==> config.mk <==
export PLATFORM = sky130hd
export DESIGN_NAME = uart_txd_arbiter
export DESIGN_NICKNAME = d
export VERILOG_FILES = /design/src/rtl/uart_txd_arbiter.sv
export SDC_FILE = /design/constraint.sdc
export NUM_CORES = 1
export LEC_CHECK = 0
export CORE_MARGIN = 1.5
export CORE_UTILIZATION = 35
export DETAILED_ROUTE_END_ITERATION = 12
export PLACE_DENSITY_LB_ADDON = 0.1
export SYNTH_ARGS = -nofsm -noshare
export SYNTH_HDL_FRONTEND = slang
export SYNTH_SLANG_ARGS = --single-unit
==> constraint.sdc <==
create_clock -name sys_clock -period 2.65 [get_ports sys_clock]
set_clock_uncertainty 0.15 [all_clocks]
set_input_delay 0.53 -clock sys_clock [delete_from_list [all_inputs] [get_ports sys_clock]]
set_output_delay 0.53 -clock sys_clock [all_outputs]
set_load 0.02 [all_outputs]
==> src/rtl/uart_txd_arbiter.sv <==
// Shares one UART TX pin among NUM_SRC transmitters; the first start bit owns the line until IDLE_BITS idle.
// Optional macro UART_TXD_ARBITER_LOOPBACK_EN adds loopback_en, routing synchronised RX back onto TX.
module uart_txd_arbiter #(
    parameter int NUM_SRC     = 2,
    parameter int CLK_FREQ_HZ = 100000000,
    parameter int BAUD        = 115200,
    parameter int IDLE_BITS   = 12,
    parameter int CNT_W       = 16,
    localparam int OWN_W      = (NUM_SRC > 1) ? $clog2(NUM_SRC) : 1
) (
    input  logic               sys_clock,
    input  logic               reset,
    input  logic [NUM_SRC-1:0] src_txd,
    input  logic               usb_uart_rxd,
`ifdef UART_TXD_ARBITER_LOOPBACK_EN
    input  logic               loopback_en,
`endif
    output logic               usb_uart_txd,
    output logic               usb_uart_rxd_debug,
    output logic               busy,
    output logic [OWN_W-1:0]   owner,
    output logic [CNT_W-1:0]   grant_cnt,
    output logic [CNT_W-1:0]   collision_cnt,
    output logic               collision
);

    localparam int BIT_TICKS  = CLK_FREQ_HZ / BAUD;
    localparam int IDLE_TICKS = IDLE_BITS * BIT_TICKS;
    localparam int IDLE_W     = $clog2(IDLE_TICKS + 1);
    localparam int SUM_W      = CNT_W + 4;
    localparam logic [CNT_W-1:0] CNT_MAX = '1;

    typedef enum logic {ST_IDLE, ST_OWNED} state_t;

    logic [NUM_SRC-1:0] r_src_meta, r_src_sync, r_src_prev;
    logic               r_rxd_meta, r_rxd_sync;
    state_t             r_state, w_state_nxt;
    logic [IDLE_W-1:0]  r_idle_cnt, w_idle_cnt_nxt;
    logic [OWN_W-1:0]   r_owner, w_owner_nxt;
    logic               r_busy, w_busy_nxt;
    logic               r_txd, w_arb_txd, w_txd_nxt;
    logic [CNT_W-1:0]   r_grant_cnt, w_grant_cnt_nxt;
    logic [CNT_W-1:0]   r_coll_cnt, w_coll_cnt_nxt;
    logic               r_collision;
    logic [NUM_SRC-1:0] w_fall, w_collide;
    logic               w_any_low, w_owner_bit;
    logic [OWN_W-1:0]   w_grant_idx;
    logic [SUM_W-1:0]   w_coll_sum;

    // Synchronisers idle high so reset never looks like a start bit.
    // NOTE: sequential state uses non-blocking assignments so every flop samples pre-edge values.
    always_ff @(posedge sys_clock or posedge reset) begin
        if (reset) begin
            r_src_meta <= '1;
            r_src_sync <= '1;
            r_src_prev <= '1;
            r_rxd_meta <= 1'b1;
            r_rxd_sync <= 1'b1;
        end else begin
            r_src_meta <= src_txd;
            r_src_sync <= r_src_meta;
            r_src_prev <= r_src_sync;
            r_rxd_meta <= usb_uart_rxd;
            r_rxd_sync <= r_rxd_meta;
        end
    end

    assign w_fall = r_src_prev & ~r_src_sync;

    // Descending scan leaves the lowest low index as the grant candidate.
    // NOTE: every combinational output gets a default first, so no path can infer a latch.
    always_comb begin
        w_any_low   = 1'b0;
        w_grant_idx = '0;
        w_owner_bit = 1'b1;
        for (int i = NUM_SRC - 1; i >= 0; i--) begin
            if (!r_src_sync[i]) begin
                w_any_low   = 1'b1;
                w_grant_idx = OWN_W'(i);
            end
            if (r_owner == OWN_W'(i)) w_owner_bit = r_src_sync[i];
        end
    end

    always_comb begin
        w_state_nxt     = r_state;
        w_idle_cnt_nxt  = r_idle_cnt;
        w_owner_nxt     = r_owner;
        w_busy_nxt      = r_busy;
        w_grant_cnt_nxt = r_grant_cnt;
        w_arb_txd       = 1'b1;
        w_collide       = '0;
        case (r_state)
            ST_IDLE: begin
                if (w_any_low) begin
                    w_state_nxt    = ST_OWNED;
                    w_owner_nxt    = w_grant_idx;
                    w_busy_nxt     = 1'b1;
                    w_idle_cnt_nxt = '0;
                    w_arb_txd      = 1'b0;
                    if (r_grant_cnt != CNT_MAX) w_grant_cnt_nxt = r_grant_cnt + 1'b1;
                    for (int i = 0; i < NUM_SRC; i++)
                        if (OWN_W'(i) != w_grant_idx) w_collide[i] = w_fall[i];
                end
            end
            ST_OWNED: begin
                w_arb_txd = w_owner_bit;
                for (int i = 0; i < NUM_SRC; i++)
                    if (OWN_W'(i) != r_owner) w_collide[i] = w_fall[i];
                if (!w_owner_bit) begin
                    w_idle_cnt_nxt = '0;
                end else if (r_idle_cnt == IDLE_W'(IDLE_TICKS - 1)) begin
                    w_state_nxt    = ST_IDLE;
                    w_busy_nxt     = 1'b0;
                    w_idle_cnt_nxt = '0;
                end else begin
                    w_idle_cnt_nxt = r_idle_cnt + 1'b1;
                end
            end
        endcase
    end

    // Simultaneous collisions each count; the sum clamps instead of wrapping.
    always_comb begin
        w_coll_sum = SUM_W'(r_coll_cnt);
        for (int i = 0; i < NUM_SRC; i++) w_coll_sum = w_coll_sum + SUM_W'(w_collide[i]);
        w_coll_cnt_nxt = (w_coll_sum > SUM_W'(CNT_MAX)) ? CNT_MAX : w_coll_sum[CNT_W-1:0];
    end

`ifdef UART_TXD_ARBITER_LOOPBACK_EN
    assign w_txd_nxt = loopback_en ? r_rxd_sync : w_arb_txd;
`else
    assign w_txd_nxt = w_arb_txd;
`endif

    always_ff @(posedge sys_clock or posedge reset) begin
        if (reset) begin
            r_state     <= ST_IDLE;
            r_idle_cnt  <= '0;
            r_owner     <= '0;
            r_busy      <= 1'b0;
            r_txd       <= 1'b1;
            r_grant_cnt <= '0;
            r_coll_cnt  <= '0;
            r_collision <= 1'b0;
        end else begin
            r_state     <= w_state_nxt;
            r_idle_cnt  <= w_idle_cnt_nxt;
            r_owner     <= w_owner_nxt;
            r_busy      <= w_busy_nxt;
            r_txd       <= w_txd_nxt;
            r_grant_cnt <= w_grant_cnt_nxt;
            r_coll_cnt  <= w_coll_cnt_nxt;
            r_collision <= |w_collide;
        end
    end

    assign usb_uart_txd       = r_txd;
    assign usb_uart_rxd_debug = r_rxd_sync;
    assign busy               = r_busy;
    assign owner              = r_owner;
    assign grant_cnt          = r_grant_cnt;
    assign collision_cnt      = r_coll_cnt;
    assign collision          = r_collision;

endmodule

==> results.md <==
* Gate power share at 13.5%
* Share of post-route cells with drive strength above 1 at 15.7%
* DIE WIDTH at 93.8 um
* Sequential share of the synthesized area at 51.5%
* Area leader, netlist: dfrtp_1
* Grt ovf at 0
* RSZ-0062 raised after global routing: no
* Area fraction of the dominant cell type after synthesis at 43.3%
* Slowest cell on the critical path: mux2_2
* Worst-path maximum fanout at 5
* Port Buffers at 41
* Final nets at 330
* Startpoint types: flop
* Post-Syn Area per Cell at 10.7 um2
* Peak VDD IR at about 310 uV
* Crit path depth at 8
* # IOs at 42
* CTS tree: built
* Worst-skew pair later-pin latency at 340 ps
* Ys Warns at 0
* Status: completed
* Worst EP required at 2720 ps
* CP Capture Type: flop
* WHS Path Cells at 0
* Final wirelength at 6.17 mm
* Root buf cell: clkbuf_8
* Pre-antenna DRT Iters at 4
* Reg area at ~0.0015 mm2
* ANT cells at 0
* Gr usage total at 15.3%
* Final hold violation count at 0
* Die area at between 0.008 and 0.009 mm2
* Async SR Flop Fraction at 100%
* TNS Setup at 0 ps
* Crit-path leading delay family: simple AND/OR/NAND/NOR gates
* Area post-placement at between 0.003 and 0.004 mm2
* Pint at 1450 uW
* PD cells at 552 mW/mm2
* Post-synth EDFFs at 0
* Top FF cell, synth: dfrtp_1
* Design area at 0.00363 mm2
* Synth area leaders: dfrtp_1, dfstp_2, xnor2_1
* DP Worst Slack at 143 ps
* Max-cap violations at 0
* Yosys reg bits at between 50 and 60
* Relative slew slack at 66.5%
* Final min period at 2480 ps
* Flop pwr share at between 50% and 60%
* ANT nets after route at 0
* Slowest Stage Delay on Critical Path at 360 ps
* CP cell instances: mux2_2 > nor3b_4 > fa_2 > ha_1 > nand2_2 > or3_1 > nor2_1 > mux2_1
* Clock Sinks at 59
* Worst hold path class: flop to flop
* Psw at 551 uW
* Synth Cell Area at 0.00289 mm2
* PnR worst setup slack at about 170 ps
* H-tree depth at 3
* Starting Density at 36.8%
* Vias in the first global route at 2,162
* Filler cells at between 700 and 800
* Worst path buffer plus inverter count at 0
* Core area at a little under 0.008 mm2
* Switching share of power at 27.5%
* Initial DRC Count at 114
* Syn nets at 279
* DR vias at 2,283
* Clock share of power at 35.3%
* Hpwl dp at between 4 and 5 mm
* Worst Tran Pin Value at between 400 and 500 ps
* Area growth syn-to-layout at 25.8%
* Rows at 32
* Critical path arrival at 2550 ps
* First-pass GRT wire length at 10.4 mm
* Syn Inst Count at 270
* Initial antenna violation count at 0
* DRC at 0
* Netlist cell types at 57
* Worst Reg2Reg Path Length in Cells at 8
* Fin crit share at 93.6%
* Clock transition at the registers of the reported paths at 70 ps
* CTS max path bufs at 2
* Die Span Y at approximately 94 um
* DR WL/cell at 14.4 um
* Final setup fails at 0
* Critical path type: flop to flop
* DR vias/cell at about 5.3
* Pleak at 0.00150 uW
* Multi-input logic area at 0.00136 mm2
* Layout Utilization at 46.3%
* Achievable clock frequency at just over 400 MHz
* Final Wtd Congestion at around 0.77
* Most frequent cell after synthesis: dfrtp_1
* Largest net degree at the start of global routing at 60
* Cts bufs inserted at 9
* Post-synth top cells: dfrtp_1, nand2_1, nand3_1
* Slew Viols, Final at 0
==> timing repair <==
| item | in CTS | in global routing |
|---|---|---|
| resized for setup | 0 | 3 |
| hold buffers | 0 | 0 |
| buffers inserted | 0 | 0 |
| endpoints found under the setup margin | 0 | 1 |
==> path summary, 6_finish.rpt <==
path / slack, ps / endpoint / start
min in group asynchronous: 420 / grant_cnt[14] / reset
worst max-delay path: 170 / collision_cnt[12] / r_state
worst min-delay path: 210 / r_src_sync[1] / r_src_meta[1]
worst min register to register: 210 / r_src_sync[1] / r_src_meta[1]
worst max register to register: 170 / collision_cnt[12] / r_state
max in group asynchronous: 1630 / r_src_meta[1] / reset
==> cells in the final DEF, fill, tap and decap left out, types with 2 or more instances in the layout <==
cell type         n
a21oi_1           9
a22o_1            4
a31oi_1          13
and2_1            3
and3_1            4
buf_4             5
clkbuf_8         10
clkdlybuf4s50_1  41
clkinvlp_4        3
dfrtp_1          50
dfstp_2           9
ha_1              3
inv_1             4
mux2_1            3
mux2_2            3
nand2_1          26
nand2b_1          2
nand3_1          17
nand4_1           9
nand4_2           2
nor2_1           16
nor2b_1           2
nor3_1            8
nor4_1            6
nor4_2            3
o21ai_0           3
o22a_1            2
o31ai_1           3
or2_2             2
or3_1             8
xnor2_1          12
xor2_1            8
==> registers in the layout (all words and copies together), names as in the netlist <==
register / cells
collision: 1
collision_cnt: 16
owner: 1
r_src_prev: 2
grant_cnt: 16
r_src_meta: 2
busy: 1
r_idle_cnt: 14
usb_uart_txd: 1
r_src_sync: 2
usb_uart_rxd_debug: 1
r_state: 1
r_rxd_meta: 1
==> power by group through the flow <==
| stage | combinational, uW | clock [uW] | sequential, uW |
|---|---|---|---|
| 2_1_floorplan | 93.5 | 0 | 1090 |
| 3_3_place_gp | 268 | 0 | 1040 |
| 3_5_place_dp | 273 | 0 | 1040 |
| 4_1_cts | 275 | 744 | 1030 |
| 5_1_grt | 298 | 773 | 1040 |
| 6_report | 270 | 707 | 1030 |
==> per-layer routing <==
metal,part of all wire (%),wire length [um],GRT usage [%],up-vias
met4,1.5,93,5.60,0
li1,-,-,-,1099
met5,0,0,0,-
met2,46,2830,23.5,51
met1,48,2940,20.3,1124
met3,4.9,302,4.94,9
==> kinds of logic (layout without fill, tap and decap cells) <==
logic type / after synthesis / in the layout / share of synthesized area [%]
compound gates: 46 / 46 / 10.9
xor+xnor: 20 / 20 / 6.07
fa+ha+maj: 4 / 4 / 1.99
buf+inv: 12 / 67 / 1.91
flops: 59 / 59 / 51.5
mux: 8 / 8 / 3.21
simple gates: 121 / 121 / 24.4
==> layout make-up <==
type | count | share of cell area, %
clock inverters | 4 | 0.758
well taps | 102 | 3.51
inverters | 5 | 0.517
flip-flops and latches | 59 | 41.0
clock buffers | 11 | 3.89
repair buffers | 47 | 12.9
multi-input cells | 199 | 37.5
==> metrics by stage <==
stage          cells  hold slack [ps]  total power [uW]
5_1_grt          427              213              2110
3_3_place_gp     412              196              1310
6_report         427              208              2000
2_1_floorplan    270              195              1180
4_1_cts          427              209              2050
3_5_place_dp     412              199              1320
(Power assumes the default switching activity.)
